==> src/rtl/pri_frame_monitor.sv <==
// pri_frame_monitor
//   Receive-side checker for a framed PRI pulse train (SOF strobe, burst of
//   PRI pulses, EOF strobe). It measures each pulse's high width and its
//   rising-edge-to-rising-edge period, and counts the pulses in each frame.
//   Measurements are checked against expected values within +/-TOL, and a
//   per-frame verdict is reported along with sticky error flags.
//
// Ports
//   clk          system clock
//   reset        synchronous, active-high
//   sof          start-of-frame level
//   pri          PRI pulse train
//   eof          end-of-frame level
//   busy         high while a frame is being monitored (state != IDLE)
//   pulse_count  pulses in the current/last frame (saturates at 255)
//   last_width   width of the most recent completed pulse (saturates)
//   last_period  period of the most recent measured pulse pair (saturates)
//   width_err    sticky: a pulse width was out of tolerance or truncated
//   period_err   sticky: a period was out of tolerance
//   count_err    sticky: pulse count != N_PULSES at eof
//   timeout_err  sticky: the frame was aborted by timeout
//   frame_done   one-cycle strobe at frame end (eof or timeout)
//   frame_ok     frame verdict, valid from the frame_done cycle until next sof
module pri_frame_monitor #(
  parameter int ON_CYCLES     = 2048,
  parameter int PERIOD_CYCLES = 6145,
  parameter int TOL           = 2,
  parameter int N_PULSES      = 50,
  parameter int TIMEOUT       = 20000
) (
  input  logic        clk,
  input  logic        reset,
  input  logic        sof,
  input  logic        pri,
  input  logic        eof,
  output logic        busy,
  output logic [7:0]  pulse_count,
  output logic [15:0] last_width,
  output logic [15:0] last_period,
  output logic        width_err,
  output logic        period_err,
  output logic        count_err,
  output logic        timeout_err,
  output logic        frame_done,
  output logic        frame_ok
);

  localparam int TW = $clog2(TIMEOUT + 1);
  localparam logic [15:0]        ON_EXP  = 16'(ON_CYCLES);
  localparam logic [15:0]        PER_EXP = 16'(PERIOD_CYCLES);
  localparam logic signed [16:0] TOL_S   = 17'(TOL);
  localparam logic [7:0]         N_EXP   = 8'(N_PULSES);
  localparam logic [TW-1:0]      TO_LAST = TW'(TIMEOUT - 1);

  typedef enum logic [1:0] {IDLE, SOF, RUN, DONE} state_t;

  state_t        state_reg, state_next;
  logic          sof_d_reg, pri_d_reg, eof_d_reg;
  logic [15:0]   width_cnt_reg, width_cnt_next;
  logic [15:0]   period_cnt_reg, period_cnt_next;
  logic [TW-1:0] to_cnt_reg, to_cnt_next;
  logic [7:0]    pulse_count_reg, pulse_count_next;
  logic [15:0]   last_width_reg, last_width_next;
  logic [15:0]   last_period_reg, last_period_next;
  logic          width_err_reg, width_err_next;
  logic          period_err_reg, period_err_next;
  logic          count_err_reg, count_err_next;
  logic          timeout_err_reg, timeout_err_next;
  logic          frame_done_reg, frame_done_next;
  logic          frame_ok_reg, frame_ok_next;
  logic          busy_reg;
  logic          do_clear, do_finish;

  wire sof_rise = sof & ~sof_d_reg;
  wire sof_fall = ~sof & sof_d_reg;
  wire pri_rise = pri & ~pri_d_reg;
  wire pri_fall = ~pri & pri_d_reg;
  wire eof_rise = eof & ~eof_d_reg;

  // |meas - expv| <= TOL in 17-bit signed arithmetic; a saturated count
  // never passes, since the true value is unknown.
  function automatic logic in_tol(input logic [15:0] meas, input logic [15:0] expv);
    logic signed [16:0] diff;
    diff   = $signed({1'b0, meas}) - $signed({1'b0, expv});
    in_tol = (meas != 16'hFFFF) && (diff <= TOL_S) && (diff >= -TOL_S);
  endfunction

  always_comb begin
    state_next       = state_reg;
    width_cnt_next   = width_cnt_reg;
    period_cnt_next  = period_cnt_reg;
    to_cnt_next      = to_cnt_reg;
    pulse_count_next = pulse_count_reg;
    last_width_next  = last_width_reg;
    last_period_next = last_period_reg;
    width_err_next   = width_err_reg;
    period_err_next  = period_err_reg;
    count_err_next   = count_err_reg;
    timeout_err_next = timeout_err_reg;
    frame_done_next  = 1'b0;
    frame_ok_next    = frame_ok_reg;
    do_clear         = 1'b0;
    do_finish        = 1'b0;

    case (state_reg)
      IDLE: begin
        if (sof_rise) begin
          do_clear   = 1'b1;
          state_next = SOF;
        end
      end
      SOF: begin
        if (sof_fall) begin
          state_next  = RUN;
          to_cnt_next = '0;
        end
      end
      RUN: begin
        if (sof_rise) begin
          // Restart on a new sof: no verdict for the abandoned frame.
          do_clear   = 1'b1;
          state_next = SOF;
        end else begin
          to_cnt_next = to_cnt_reg + TW'(1);
          if (width_cnt_reg != 16'hFFFF)
            width_cnt_next = width_cnt_reg + 16'd1;
          if (period_cnt_reg != 16'hFFFF)
            period_cnt_next = period_cnt_reg + 16'd1;

          if (pri_rise) begin
            width_cnt_next = 16'd1;
            if (pulse_count_reg != 8'hFF)
              pulse_count_next = pulse_count_reg + 8'd1;
            // A period exists only once a previous rising edge was seen.
            if (pulse_count_reg != 8'd0) begin
              if (!in_tol(period_cnt_reg, PER_EXP))
                period_err_next = 1'b1;
              last_period_next = period_cnt_reg;
            end
            period_cnt_next = 16'd1;
          end

          if (pri_fall) begin
            if (!in_tol(width_cnt_reg, ON_EXP))
              width_err_next = 1'b1;
            last_width_next = width_cnt_reg;
          end

          if (pri_rise || pri_fall)
            to_cnt_next = '0;

          // eof is evaluated after the pulse bookkeeping above so that a
          // coincident pri rise is already counted.
          if (eof_rise) begin
            if (pri)
              width_err_next = 1'b1;
            if (pulse_count_next != N_EXP)
              count_err_next = 1'b1;
            do_finish = 1'b1;
          end else if (!(pri_rise || pri_fall) && to_cnt_reg == TO_LAST) begin
            // Fires on the cycle the counter would reach TIMEOUT.
            timeout_err_next = 1'b1;
            do_finish        = 1'b1;
          end
        end
      end
      DONE: begin
        state_next = IDLE;
      end
      default: state_next = IDLE;
    endcase

    if (do_finish) begin
      state_next      = DONE;
      frame_done_next = 1'b1;
      frame_ok_next   = ~(width_err_next | period_err_next | count_err_next | timeout_err_next);
    end

    if (do_clear) begin
      width_cnt_next   = '0;
      period_cnt_next  = '0;
      to_cnt_next      = '0;
      pulse_count_next = '0;
      last_width_next  = '0;
      last_period_next = '0;
      width_err_next   = 1'b0;
      period_err_next  = 1'b0;
      count_err_next   = 1'b0;
      timeout_err_next = 1'b0;
      frame_ok_next    = 1'b0;
    end
  end

  always_ff @(posedge clk) begin
    if (reset) begin
      state_reg       <= IDLE;
      sof_d_reg       <= 1'b0;
      pri_d_reg       <= 1'b0;
      eof_d_reg       <= 1'b0;
      width_cnt_reg   <= '0;
      period_cnt_reg  <= '0;
      to_cnt_reg      <= '0;
      pulse_count_reg <= '0;
      last_width_reg  <= '0;
      last_period_reg <= '0;
      width_err_reg   <= 1'b0;
      period_err_reg  <= 1'b0;
      count_err_reg   <= 1'b0;
      timeout_err_reg <= 1'b0;
      frame_done_reg  <= 1'b0;
      frame_ok_reg    <= 1'b0;
      busy_reg        <= 1'b0;
    end else begin
      state_reg       <= state_next;
      sof_d_reg       <= sof;
      pri_d_reg       <= pri;
      eof_d_reg       <= eof;
      width_cnt_reg   <= width_cnt_next;
      period_cnt_reg  <= period_cnt_next;
      to_cnt_reg      <= to_cnt_next;
      pulse_count_reg <= pulse_count_next;
      last_width_reg  <= last_width_next;
      last_period_reg <= last_period_next;
      width_err_reg   <= width_err_next;
      period_err_reg  <= period_err_next;
      count_err_reg   <= count_err_next;
      timeout_err_reg <= timeout_err_next;
      frame_done_reg  <= frame_done_next;
      frame_ok_reg    <= frame_ok_next;
      busy_reg        <= (state_next != IDLE);
    end
  end

  assign busy        = busy_reg;
  assign pulse_count = pulse_count_reg;
  assign last_width  = last_width_reg;
  assign last_period = last_period_reg;
  assign width_err   = width_err_reg;
  assign period_err  = period_err_reg;
  assign count_err   = count_err_reg;
  assign timeout_err = timeout_err_reg;
  assign frame_done  = frame_done_reg;
  assign frame_ok    = frame_ok_reg;

endmodule

==> config.mk <==
export PLATFORM = sky130hd
export DESIGN_NAME = pri_frame_monitor
export DESIGN_NICKNAME = d
export VERILOG_FILES = /design/src/rtl/pri_frame_monitor.sv
export SDC_FILE = /design/constraint.sdc
export NUM_CORES = 1
export LEC_CHECK = 0
export ABC_AREA = 1
export CAP_MARGIN = 10
export CORE_MARGIN = 1
export CORE_UTILIZATION = 57
export DETAILED_ROUTE_END_ITERATION = 12
export MAX_ROUTING_LAYER = met4
export PLACE_DENSITY = 0.8
export SYNTH_ARGS = -nofsm -noshare
export SYNTH_HDL_FRONTEND = slang
export SYNTH_SLANG_ARGS = --single-unit
==> constraint.sdc <==
create_clock -name clk -period 2.01 [get_ports clk]
set_input_delay 0.3015 -clock clk [delete_from_list [all_inputs] [get_ports clk]]
set_output_delay 0.3015 -clock clk [all_outputs]
set_load 0.02 [all_outputs]
# --- After elaboration in Yosys (flattened, before gate mapping) ---
# Cells that the tools add are included.
word_totals:
  reg_bits: 99
  in_bits: 5
  output_inout_bits: 47
  elab_cells: 115
classes:
  add_sub_neg: 6
  magnitude_cmp: 4
  n_eq_ne: 10
  muxes: 42
  n_bitwise: 15
  n_reduce_logical: 21
op_table:
  columns: ["operator", "count"]
  rows:
  - ["16-bit two-way mux", 4]
  - ["15-bit two-way mux", 3]
  - ["17-bit by 2-bit greater-or-equal comparator with 1-bit output (second input constant)", 2]
  - ["17-bit by 3-bit less-or-equal comparator with 1-bit output (second input constant)", 2]
  - ["16-bit by 1-bit adder with 16-bit output (second input constant)", 2]
  - ["8-bit two-way mux", 4]
  - ["16-bit != test (second input constant)", 2]
  - ["15-bit case mux with 2 select lines", 1]
  - ["1-bit two-way mux", 26]
  - ["16-bit by 12-bit subtractor with 17-bit output (second input constant)", 1]
  - ["16-bit by 13-bit subtractor with 17-bit output (second input constant)", 1]
  - ["15-bit by 1-bit adder with 15-bit output (second input constant)", 1]
  - ["15-bit equality test (second input constant)", 1]
  - ["3-bit AND reduction", 4]
  - ["8-bit by 1-bit adder with 8-bit output (second input constant)", 1]
  - ["8-bit by 6-bit != test with 1-bit output (second input constant)", 1]
  - ["8-bit != test (second input constant)", 1]
  - ["2-bit nonzero test", 4]
  - ["8-bit nonzero test", 1]
  - ["1-bit inverter", 7]
  - ["2-bit two-way mux", 3]
  - ["2-bit case mux with 3 select lines", 1]
  - ["1-bit AND", 5]
  - ["1-bit logical AND", 5]
  - ["other kinds (10)", 15]

# --- Depth between registers and ports, before layout ---
# Gate-level depths: netlist of run 1.
depth:
  ltp_word: 14
  ltp_mapped: 17
  ltp_nobuf: 17

# --- Least setup slack after synthesis of run 1 ---
# Ideal clock, no wire load.
synth_path:
  path_type: "register -> register"
  from: "reg pulse_count_reg[0], in the netlist pulse_count[0]"
  to: "reg frame_ok_reg, in the netlist frame_ok"
  setup_ps: 70
  arrival_ps: 1858
  required_ps: 1940
  slack_ps: 82
  path_stages_with_launch: 13
  n_path_buf: 0
  cell_sequence: "dfxtp_1 ha_1 nand2_1 nor2_4 nand3_2 nand2_2 xor2_2 nand3_1 o21bai_2 nand2_1 nor2_1 nand3_1 a21oi_1"
synth_via:
  elab_chain_len: 13
  elab_cells_between_ends: 20
  classes_between: "add/sub: 1; eq/ne: 2; mux: 12; bitwise: 4; reduce/logical: 1"
synth_lines:
  columns: ["element", "line_no", "text"]
  rows:
  - ["from (decl)", "62", "logic [7:0] pulse_count_reg, pulse_count_next;"]
  - ["from (signal assigned)", "221", "pulse_count_reg <= pulse_count_next;"]
  - ["8-bit by 1-bit adder with 8-bit output or 8-bit != test (tied branches)", "133, 132", null]
  - ["8-bit two-way mux", "132", "if (pulse_count_reg != 8'hFF)"]
  - ["8-bit two-way mux", "130", "if (pri_rise) begin"]
  - ["8-bit two-way mux", "119", "if (sof_rise) begin"]
  - ["8-bit two-way mux", "105", "case (state_reg)"]
  - ["8-bit by 6-bit != test with 1-bit output", "157", "if (pulse_count_next != N_EXP)"]
  - ["1-bit two-way mux", "157", null]
  - ["1-bit two-way mux", "154", "if (eof_rise) begin"]
  - ["1-bit two-way mux", "119", null]
  - ["1-bit two-way mux", "105", null]
  - ["1-bit OR * (2 in series)", "176", "frame_ok_next = ~(width_err_next | period_err_next | count_err_next | timeout_err_next);"]
  - ["1-bit inverter *", "176", null]
  - ["to (signal assigned)", "229", "frame_ok_reg <= frame_ok_next;"]
  - ["to (decl)", "70", "logic frame_ok_reg, frame_ok_next;"]
# Every way passes the cells marked *; elsewhere a longest branch is shown, timed or not. The select of a mux whose other input is x is not followed.
# A chain may end at the register's enable or synchronous reset.

# --- Worst setup path in the final report of run 1 ---
layout_path:
  from: "reg to_cnt_reg[0]"
  to: "reg to_cnt_reg[14]"
layout_via:
  elab_chain_len: 4
layout_lines:
  columns: ["element", "line_no", "text"]
  rows:
  - ["from (decl)", "61", "logic [TW-1:0] to_cnt_reg, to_cnt_next;"]
  - ["from (signal assigned)", "220", "to_cnt_reg <= to_cnt_next;"]
  - ["15-bit by 1-bit adder with 15-bit output", "124", "to_cnt_next = to_cnt_reg + TW'(1);"]
  - ["15-bit two-way mux", "149", "if (pri_rise || pri_fall)"]
  - ["15-bit two-way mux", "119", null]
  - ["15-bit case mux with 2 select lines", "105", null]
# Every way passes these cells. The select of a mux whose other input is x is not followed.

==> reports/metrics.yaml, run 1 <==
outcome: "finished, final reports clean"
max_freq_mhz: 505
synth_enable_flop_cells: 0
cts_tree: "yes"
ys.warnings.count: 0
critical_path_class: "reg -> reg"
seq_area_sq_um: 2000
finalCritPeriodShare_pct: 98.5
crit_path_max_fanout: 3
synthesis.nets: 755
die_x_um: 97.3
gp_congestion: 0.975
whs_ns: 0.491
rsz0062_at_grt: "true"
ant_nets: 0
ys_seq_elements: 99
grt_pass1_wl_mm: 22.2
dp_hpwl_mm: 9.82
setup_violations: 0
critPathRequiredTime_ns: 2.34
portBuffers: 51
grt_pass1_vias: 4793
io_pins: 52
peakVddDrop_mv: 0.358
diodes: 0
drive_gt1_share_pct: 19.3
utilization_pct: 74.5
wl_mm: 13.4
cts.clk_slew.worst_paths_ns: 0.11
vias: 5244
grt_max_degree: 26
hold_viol: 0
clockBufferDepth: 2
slew_viol_final: 0
start_kind: "flop"
avgSynthCellArea_sq_um: 7.03
synthCells: 736
seq_area_frac_synth_pct: 38.3
firstDrtPassIters: 5
synth.distinct_cells: 48
drt_iter0_markers: 240
worst_hold_path_type: "reg -> reg"
drc: 0
power.leakage_nw: 2.80
synth_area_leaders: "dfxtp_1, nand2_1, a21oi_1"
cts_htree_levels: 3
drv_cap: 0
grt_overflow: 0
start_util_pct: 59.1
row_count: 34
p_per_area_nw_per_um2: 530
finClkSkew_ns: 0.0129
cp.arrival_ns: 2.31
fin_nets: 857
wl_per_cell_um: 14.1
dpl.cell_count: 933
syn_to_final_growth_pct: 26.2
clk_latency_ns: 0.38
synth_top_area_share_pct: 38.3
cp-end-kind: "flop"
clockRootBuffer: "clkbuf_8"
cts.sinks: 99
max_slew_margin_pct: 71.9
track_usage_pct: 29.5
yosys.area.top_type: "dfxtp_1"
tightest_slew_ns: 0.417
dieArea_sq_um: 9460
async_reset_ff_share_pct: 0
antenna_found_initial: 0
final_cells: 951
die_h_um: 97.3
period_minus_slack_ns: 1.98
fillers: 740
cts_buffers: 9
viasPerCell: 5.51
core_sq_um: 8760
ys.flop_type: "dfxtp_1"
netlist_area_sq_um: 5170
multi_input_area_sq_um: 2870
[cells in the mapped netlist (3+ instances only)]
master,number
a211oi_1,4
a21oi_1,68
a31oi_1,4
buf_2,7
clkbuf_1,9
clkinv_1,3
dfxtp_1,99
ha_1,14
inv_1,82
inv_2,14
nand2_1,138
nand2_2,6
nand2_4,4
nand3_1,44
nand3_2,3
nand4_1,13
nor2_1,87
nor2_2,6
nor2_4,3
nor3_1,14
nor3_2,4
nor4_1,5
o211ai_1,6
o21a_1,3
o21ai_0,63
o21ai_1,3
xor2_1,6
[placed cells by master (no fill, tap or decap), drive strengths merged, types with 6 or more instances in the layout]
master,netlist,final
a21oi,69,69
inv,97,101
nor4,6,6
nand2,148,148
nor3,19,19
dfxtp,99,99
nand4,13,13
ha,14,14
o211ai,6,6
clkinv,3,6
buf,8,57
clkbuf,9,9
clkdlybuf4s50,0,51
o21ai,67,67
nand3,47,47
xor2,7,7
a211oi,6,6
nor2,97,97
[final cells by class]
class | count | area share (%)
clock buffers | 9 | 1.90
well taps | 108 | 2.07
flip-flops and latches | 99 | 30.6
inverters | 100 | 5.83
repair buffers | 108 | 14.6
clock inverters | 7 | 1.03
multi-input cells | 520 | 43.9
[cells by family (layout without fill, tap and decap cells)]
logic type	Yosys count	count (layout)	share of synthesized area (%)
AO/OA/AOI/OAI	163	163	17.8
XOR/XNOR	9	9	1.67
adder cells (fa/ha/maj)	14	14	3.38
buffers and inverters	117	224	8.70
flip-flops	99	99	38.3
AND/OR/NAND/NOR	334	334	30.1
[power by group]
part | internal, mW | switching (mW)
combinational | 0.0840 | 0.131
sequential | 1.97 | 0.00865
clock | 0.484 | 0.788
[worst max-delay path: stages (launching register included)]
cell	delay, ns
dfxtp_4	0.38
ha_4	0.15
nand2_4	0.06
nor4_4	0.33
nand3_1	0.15
nor2_2	0.16
inv_2	0.07
nor3_4	0.20
nand3_2	0.13
a21oi_2	0.16
o21a_1	0.12
[metrics by stage]
step	setup TNS, ns	cell area, sq um	worst slack [ns]	power [mW]
2_1_floorplan	0	5170	0.0820	2.14
6_report	0	6530	0.0298	3.46
5_1_grt	-0.109	6530	-0.0604	3.59
3_3_place_gp	-2.80	6170	-0.181	2.23
3_5_place_dp	-7.07	6170	-0.214	2.23
4_1_cts	0	6380	0.00389	3.49
[final timing paths]
path	cells after the start	startpoint	end	slack, ns
setup reg to reg	10	to_cnt_reg[0]	to_cnt_reg[14]	0.03
setup / recovery	10	to_cnt_reg[0]	to_cnt_reg[14]	0.03
hold / removal	2	last_width[13]	last_width[13]	0.49
hold reg to reg	2	last_width[13]	last_width[13]	0.49
[timing repair]
action,CTS,global route
setup buffers,0,2
hold endpoints to repair,0,0
gates resized for setup,4,44
hold buffers,0,0
pin swaps,1,12
setup endpoints to repair,1,15
[routing by layer]
layer | routed length (um) | GRT usage [%] | vias to the layer above
met1 | 5900 | 36.4 | 2401
met5 | 0 | - | -
li1 | - | - | 2629
met3 | 742 | 5.40 | 23
met2 | 6600 | 49.8 | 191
met4 | 193 | 8.03 | 0
Power figures use the tool's default switching activity.
==> run 2: changes to the inputs <==
--- a/config.mk
+++ b/config.mk
@@ -12,6 +12,7 @@
 export DETAILED_ROUTE_END_ITERATION = 12
 export MAX_ROUTING_LAYER = met4
 export PLACE_DENSITY = 0.8
+export SKIP_CTS_REPAIR_TIMING = 1
 export SYNTH_ARGS = -nofsm -noshare
 export SYNTH_HDL_FRONTEND = slang
 export SYNTH_SLANG_ARGS = --single-unit
==> run 2 against run 1 <==
Clock power barely moved. Largest cell class unchanged. Cell area shrank 0.23%. Via count shrank 0.93%. Flip-flop and latch count stayed put. Count of clock-buffer cells in the layout unchanged. First-iteration DRC count increased by 6.3%. Sequential power about the same. Global-route usage did not move.
==> reports/metrics.yaml, run 2 (same netlist as run 1, synthesis figures left out) <==
track_usage_pct: 29.5  # unchanged
drive_gt1_share_pct: 18.6  # was 19.3%
viasPerCell: 5.47  # was 5.51
rsz0062_at_grt: "true"  # unchanged
final_common_cell: "nand2_1"  # unchanged
die_x_um: 97.3  # unchanged
grt_pass1_wl_mm: 22.3  # was 22.2 mm
grt_max_degree: 26  # unchanged
cp.arrival_ns: 2.30  # was 2.31 ns
gp_congestion: 0.975  # unchanged
p_per_area_nw_per_um2: 532  # was 530 nW/um^2
layout_setup_ws_ns: 0.0471  # was 0.0298 ns
peakVddDrop_mv: 0.355  # was 0.358 mV
critPathRequiredTime_ns: 2.34  # about the same
setup_violations: 0  # unchanged
wl_mm: 13.5  # was 13.4 mm
cts_tree: "yes"  # unchanged
finClkSkew_ns: 0.0131  # was 0.0129 ns
pre_cts_slack_ns: -0.214  # unchanged
start_kind: "flop"  # unchanged
finalCritPeriodShare_pct: 97.7  # was 98.5%
dp_hpwl_mm: 9.82  # unchanged
cts_buffers: 9  # unchanged
clockRootBuffer: "clkbuf_8"  # unchanged
portBuffers: 51  # unchanged
grt_pass1_vias: 4778  # was 4793
cts.clk_slew.worst_paths_ns: 0.11  # about the same
dieArea_sq_um: 9460  # unchanged
cts.sinks: 99  # unchanged
tightest_slew_ns: 0.413  # was 0.417 ns
antenna_found_initial: 0  # unchanged
fin_nets: 856  # was 857
syn_to_final_growth_pct: 25.9  # was 26.2%
vias: 5195  # was 5244
power.leakage_nw: 2.80  # about the same
hold_viol: 0  # unchanged
worst_hold_path_type: "reg -> reg"  # unchanged
clk_latency_ns: 0.38  # about the same
io_pins: 52  # unchanged
tns_ns: 0  # unchanged
firstDrtPassIters: 5  # unchanged
grt_overflow: 0  # unchanged
critical_path_class: "reg -> reg"  # unchanged
die_h_um: 97.3  # unchanged
drc: 0  # unchanged
slew_viol_final: 0  # unchanged
wl_per_cell_um: 14.2  # was 14.1 um
ant_nets: 0  # unchanged
period_minus_slack_ns: 1.96  # was 1.98 ns
drv_cap: 0  # unchanged
clockBufferDepth: 2  # unchanged
cp-end-kind: "flop"  # unchanged
core_sq_um: 8760  # unchanged
final_cell_mix: "nand2_1, dfxtp_1, nor2_1"  # unchanged
row_count: 34  # unchanged
max_slew_margin_pct: 72.2  # was 71.9%
start_util_pct: 59.1  # unchanged
diodes: 0  # unchanged
outcome: "finished, final reports clean"  # unchanged
cts_htree_levels: 3  # unchanged
drt_iter0_markers: 255  # was 240
max_freq_mhz: 509  # was 505 MHz
crit_path_max_fanout: 3  # unchanged
run 2: cell types whose count changed in the layout (fill, tap and decap cells not counted), sizes merged:
cell | previous run | this run
buf | 57 | 56
run 2: critical path, stage by stage, from the launching register on:
cell	delay, ns
dfxtp_4	0.39
ha_4	0.15
nand2_4	0.06
nor4_4	0.32
nand3_1	0.15
nor2_2	0.16
inv_2	0.07
nor3_4	0.20
nand3_2	0.13
a21oi_2	0.16
o21a_1	0.12
run 2: power by group:
group,switching (mW),internal (mW)
Clock,0.789,0.484
Combinational,0.131,0.0840
Sequential,0.00864,1.97
run 2: layout make-up:
cell class / count / area [sq um]
Clock buffer: 9 / 124
Timing Repair Buffer: 107 / 947
Fill cell: 740 / 2250
Multi-Input combinational cell: 520 / 2870
Clock inverter: 7 / 67.6
Inverter: 100 / 378
Tap cell: 108 / 135
Sequential cell: 99 / 1990
run 2: path summary, 6_finish.rpt:
kind	start	to	depth (start not counted)	slack, ns
worst min-delay path	last_width[13]	last_width[13]	2	0.49
worst max-delay path	to_cnt_reg[0]	to_cnt_reg[14]	10	0.05
worst max register to register	to_cnt_reg[0]	to_cnt_reg[14]	10	0.05
worst min register to register	last_width[13]	last_width[13]	2	0.49
run 2: metrics by stage:
| step | utilization [%] | hold slack [ns] | cell area (sq um) | cells | total power, mW |
|---|---|---|---|---|---|
| finish | 74.3 | 0.491 | 6510 | 950 | 3.47 |
| global route | 74.3 | 0.491 | 6510 | 950 | 3.59 |
| CTS | 72.6 | 0.490 | 6360 | 949 | 3.48 |
| detailed placement | 70.4 | 0.473 | 6170 | 933 | 2.23 |
| global placement | 70.4 | 0.463 | 6170 | 933 | 2.23 |
| floorplan | - | 0.374 | 5170 | 736 | 2.14 |
run 2: layer usage:
layer,part of all wire [%],GRT usage [%],routed length [um]
met5,0,-,0
met4,1.4,7.81,186
met3,5.8,5.18,783
met2,49,49.8,6590
met1,44,36.6,5910
==> run 3: changes to the inputs <==
--- a/config.mk
+++ b/config.mk
@@ -8,10 +8,10 @@
 export ABC_AREA = 1
 export CAP_MARGIN = 10
 export CORE_MARGIN = 1
-export CORE_UTILIZATION = 57
+export CORE_UTILIZATION = 50
 export DETAILED_ROUTE_END_ITERATION = 12
 export MAX_ROUTING_LAYER = met4
-export PLACE_DENSITY = 0.8
+export PLACE_DENSITY = 0.71
 export SKIP_CTS_REPAIR_TIMING = 1
 export SYNTH_ARGS = -nofsm -noshare
 export SYNTH_HDL_FRONTEND = slang
==> constraint.sdc (replaced) <==
create_clock -name clk -period 2.28 [get_ports clk]
set_input_delay 0.342 -clock clk [delete_from_list [all_inputs] [get_ports clk]]
set_output_delay 0.342 -clock clk [all_outputs]
set_load 0.02 [all_outputs]
==> run 3 against run 2 <==
Cell area fell by 5.1%. Count of clock-buffer cells in the layout stayed put. Maximum frequency fell by 5.1%. Clock skew about the same. Worst setup slack better by 0.16 ns. Combinational power down 23%. Highest routed layer unchanged. Largest cell class unchanged.
==> reports/metrics.yaml, run 3 (same netlist as run 1, synthesis figures left out) <==
outcome: "finished, final reports clean"  # unchanged
r2r_cells: 14  # was 10
wl_mm: 12.4  # was 13.5 mm
tns_ns: 0  # unchanged
critPathBufInv: 1  # unchanged
p_per_area_nw_per_um2: 503  # was 532 nW/um^2
cts.clk_slew.worst_paths_ns: 0.10  # was 0.11 ns
slew_viol_final: 0  # unchanged
final_common_cell: "nand2_1"  # unchanged
final_cells: 942  # was 950
cts_buffers: 9  # unchanged
timing.rr.start: "period_cnt_reg[1]"  # was to_cnt_reg[0]
drive_gt1_share_pct: 12.0  # was 18.6%
crit_path_max_fanout: 5  # was 3
diodes: 0  # unchanged
start_util_pct: 52.2  # was 59.1%
die_x_um: 104  # was 97.3 um
clk_latency_ns: 0.40  # was 0.38 ns
cp-endpoint: "frame_ok"  # was to_cnt_reg[14]
max_slew_margin_pct: 76.1  # was 72.2%
gp_congestion: 0.985  # was 0.975
grt_pass1_wl_mm: 21.2  # was 22.3 mm
tightest_slew_ns: 0.355  # was 0.413 ns
internal_power_mw: 2.32  # was 2.54 mW
clkPwrFrac_pct: 38.6  # was 36.7%
cts_tree: "yes"  # unchanged
switching_share_pct: 25.4  # was 26.8%
drc: 0  # unchanged
p_seq_share_pct: 56.1  # was 57.1%
pre_cts_slack_ns: -0.0202  # was -0.214 ns
wl_per_cell_um: 13.2  # was 14.2 um
grt_overflow: 0  # unchanged
critical_path_class: "reg -> reg"  # unchanged
final_cell_mix: "nand2_1, dfxtp_1, nor2_1"  # unchanged
clockRootBuffer: "clkbuf_8"  # unchanged
start_kind: "flop"  # unchanged
cp-end-kind: "flop"  # unchanged
crit_chain: "inv_2 -> ha_2 -> o21ai_0 -> nor2_1 -> nand2_1 -> nor2_1 -> nand3_1 -> nor2_1 -> nand2_1 -> nand2_1 -> nand3_1 -> nand2_1 -> nand3_1 -> a21oi_1"  # was ha_4 -> nand2_4 -> nor4_4 -> nand3_1 -> nor2_2 -> inv_2 -> nor3_4 -> nand3_2 -> a21oi_2 -> o21a_1
drt_iter0_markers: 179  # was 255
fin_nets: 823  # was 856
drv_cap: 0  # unchanged
core_sq_um: 9910  # was 8760 sq um
crit_path_frequent_cell: "nand2_1"
dp_hpwl_mm: 9.22  # was 9.82 mm
rsz0062_at_grt: "false"  # was true
p_switching_uw: 790  # was 929 uW
finalCritPeriodShare_pct: 90.7  # was 97.7%
io_pins: 52  # unchanged
dpl.cell_count: 926  # was 933
max_freq_mhz: 483  # was 509 MHz
cts.sinks: 99  # unchanged
track_usage_pct: 24.9  # was 29.5%
power_mw: 3.11  # was 3.47 mW
cp_slowest_stage_delay_ns: 0.44  # was 0.39 ns
power.leakage_nw: 2.58  # was 2.80 nW
cp.arrival_ns: 2.40  # was 2.30 ns
layout_setup_ws_ns: 0.211  # was 0.0471 ns
finClkSkew_ns: 0.0133  # was 0.0131 ns
antenna_found_initial: 0  # unchanged
whs_ns: 0.479  # was 0.491 ns
ant_nets: 0  # unchanged
dieArea_sq_um: 10800  # was 9460 sq um
firstDrtPassIters: 5  # unchanged
crit_slowest_cell: "dfxtp_1"  # was dfxtp_4
row_count: 36  # was 34
grt_pass1_vias: 4664  # was 4778
cts_htree_levels: 3  # unchanged
die_h_um: 104  # was 97.3 um
path_delay_family: "simple AND/OR/NAND/NOR gates"  # unchanged
critPathRequiredTime_ns: 2.61  # was 2.34 ns
setup_violations: 0  # unchanged
period_minus_slack_ns: 2.07  # was 1.96 ns
hold_viol: 0  # unchanged
vias: 5077  # was 5195
syn_to_final_growth_pct: 19.4  # was 25.9%
worst_hold_path_type: "reg -> reg"  # unchanged
viasPerCell: 5.39  # was 5.47
combPwrFrac_pct: 5.3  # was 6.2%
clockBufferDepth: 2  # unchanged
path_depth: 14  # was 10
peakVddDrop_mv: 0.431  # was 0.355 mV
r2r_end: "frame_ok"  # was to_cnt_reg[14]
startpoint: "period_cnt_reg[1]"  # was to_cnt_reg[0]
grt_max_degree: 33  # was 26
portBuffers: 51  # unchanged
r2r_slack_ns: 0.21  # was 0.05 ns
## run 3: cell types whose count changed in the layout (fill, tap and decap cells not counted), sizes merged
cell / change
inv: -1
buf: -33
clkinvlp: +2
bufinv: +1
clkinv: -2
## run 3: area by class of cell
type / instances / area, sq um
repair buffers: 74 / 696
clock buffers: 9 / 124
inverters: 100 / 378
multi-input cells: 520 / 2750
well taps: 133 / 166
fillers: 899 / 3730
clock inverters: 7 / 82.6
flip-flops and latches: 99 / 1980
## run 3: how the worst min path moves through the flow
stage / slack [ns] / from / cells after the start / end
3_3_place_gp: 0.46 / to_cnt_reg[11] / 2 / to_cnt_reg[11]
3_5_place_dp: 0.47 / period_err / 2 / period_err
5_1_grt: 0.49 / eof / 3 / eof_d_reg
2_1_floorplan: 0.41 / reset / 1 / eof_d_reg
4_1_cts: 0.48 / period_err / 2 / period_err
6_report: 0.48 / count_err / 2 / count_err
## run 3: routing by layer
layer	share of wire, %	vias up	global-route usage, %
li1	-	2564	-
met1	44	2337	29.2
met2	48	154	41.1
met3	5.9	22	7.36
met4	1.6	0	7.55
met5	0	-	-
## run 3: through the flow
step           util, %  instance area [sq um]
2_1_floorplan        -                   5170
3_3_place_gp      60.2                   5960
3_5_place_dp      60.2                   5960
4_1_cts           62.3                   6170
5_1_grt           62.4                   6180
6_report          62.4                   6180
## run 3: power by group through the flow
stage          registers, mW  clock network, mW  logic (mW)
2_1_floorplan           1.79                  0      0.0988
3_3_place_gp            1.78                  0       0.163
3_5_place_dp            1.78                  0       0.165
4_1_cts                 1.74               1.24       0.165
5_1_grt                 1.75               1.30       0.184
6_report                1.74               1.20       0.166
## run 3: tightest hold or removal path, cell delays in order, from the launching register on
cell and delay (ns):
dfxtp_1 0.32, inv_1 0.06, a21oi_1 0.06
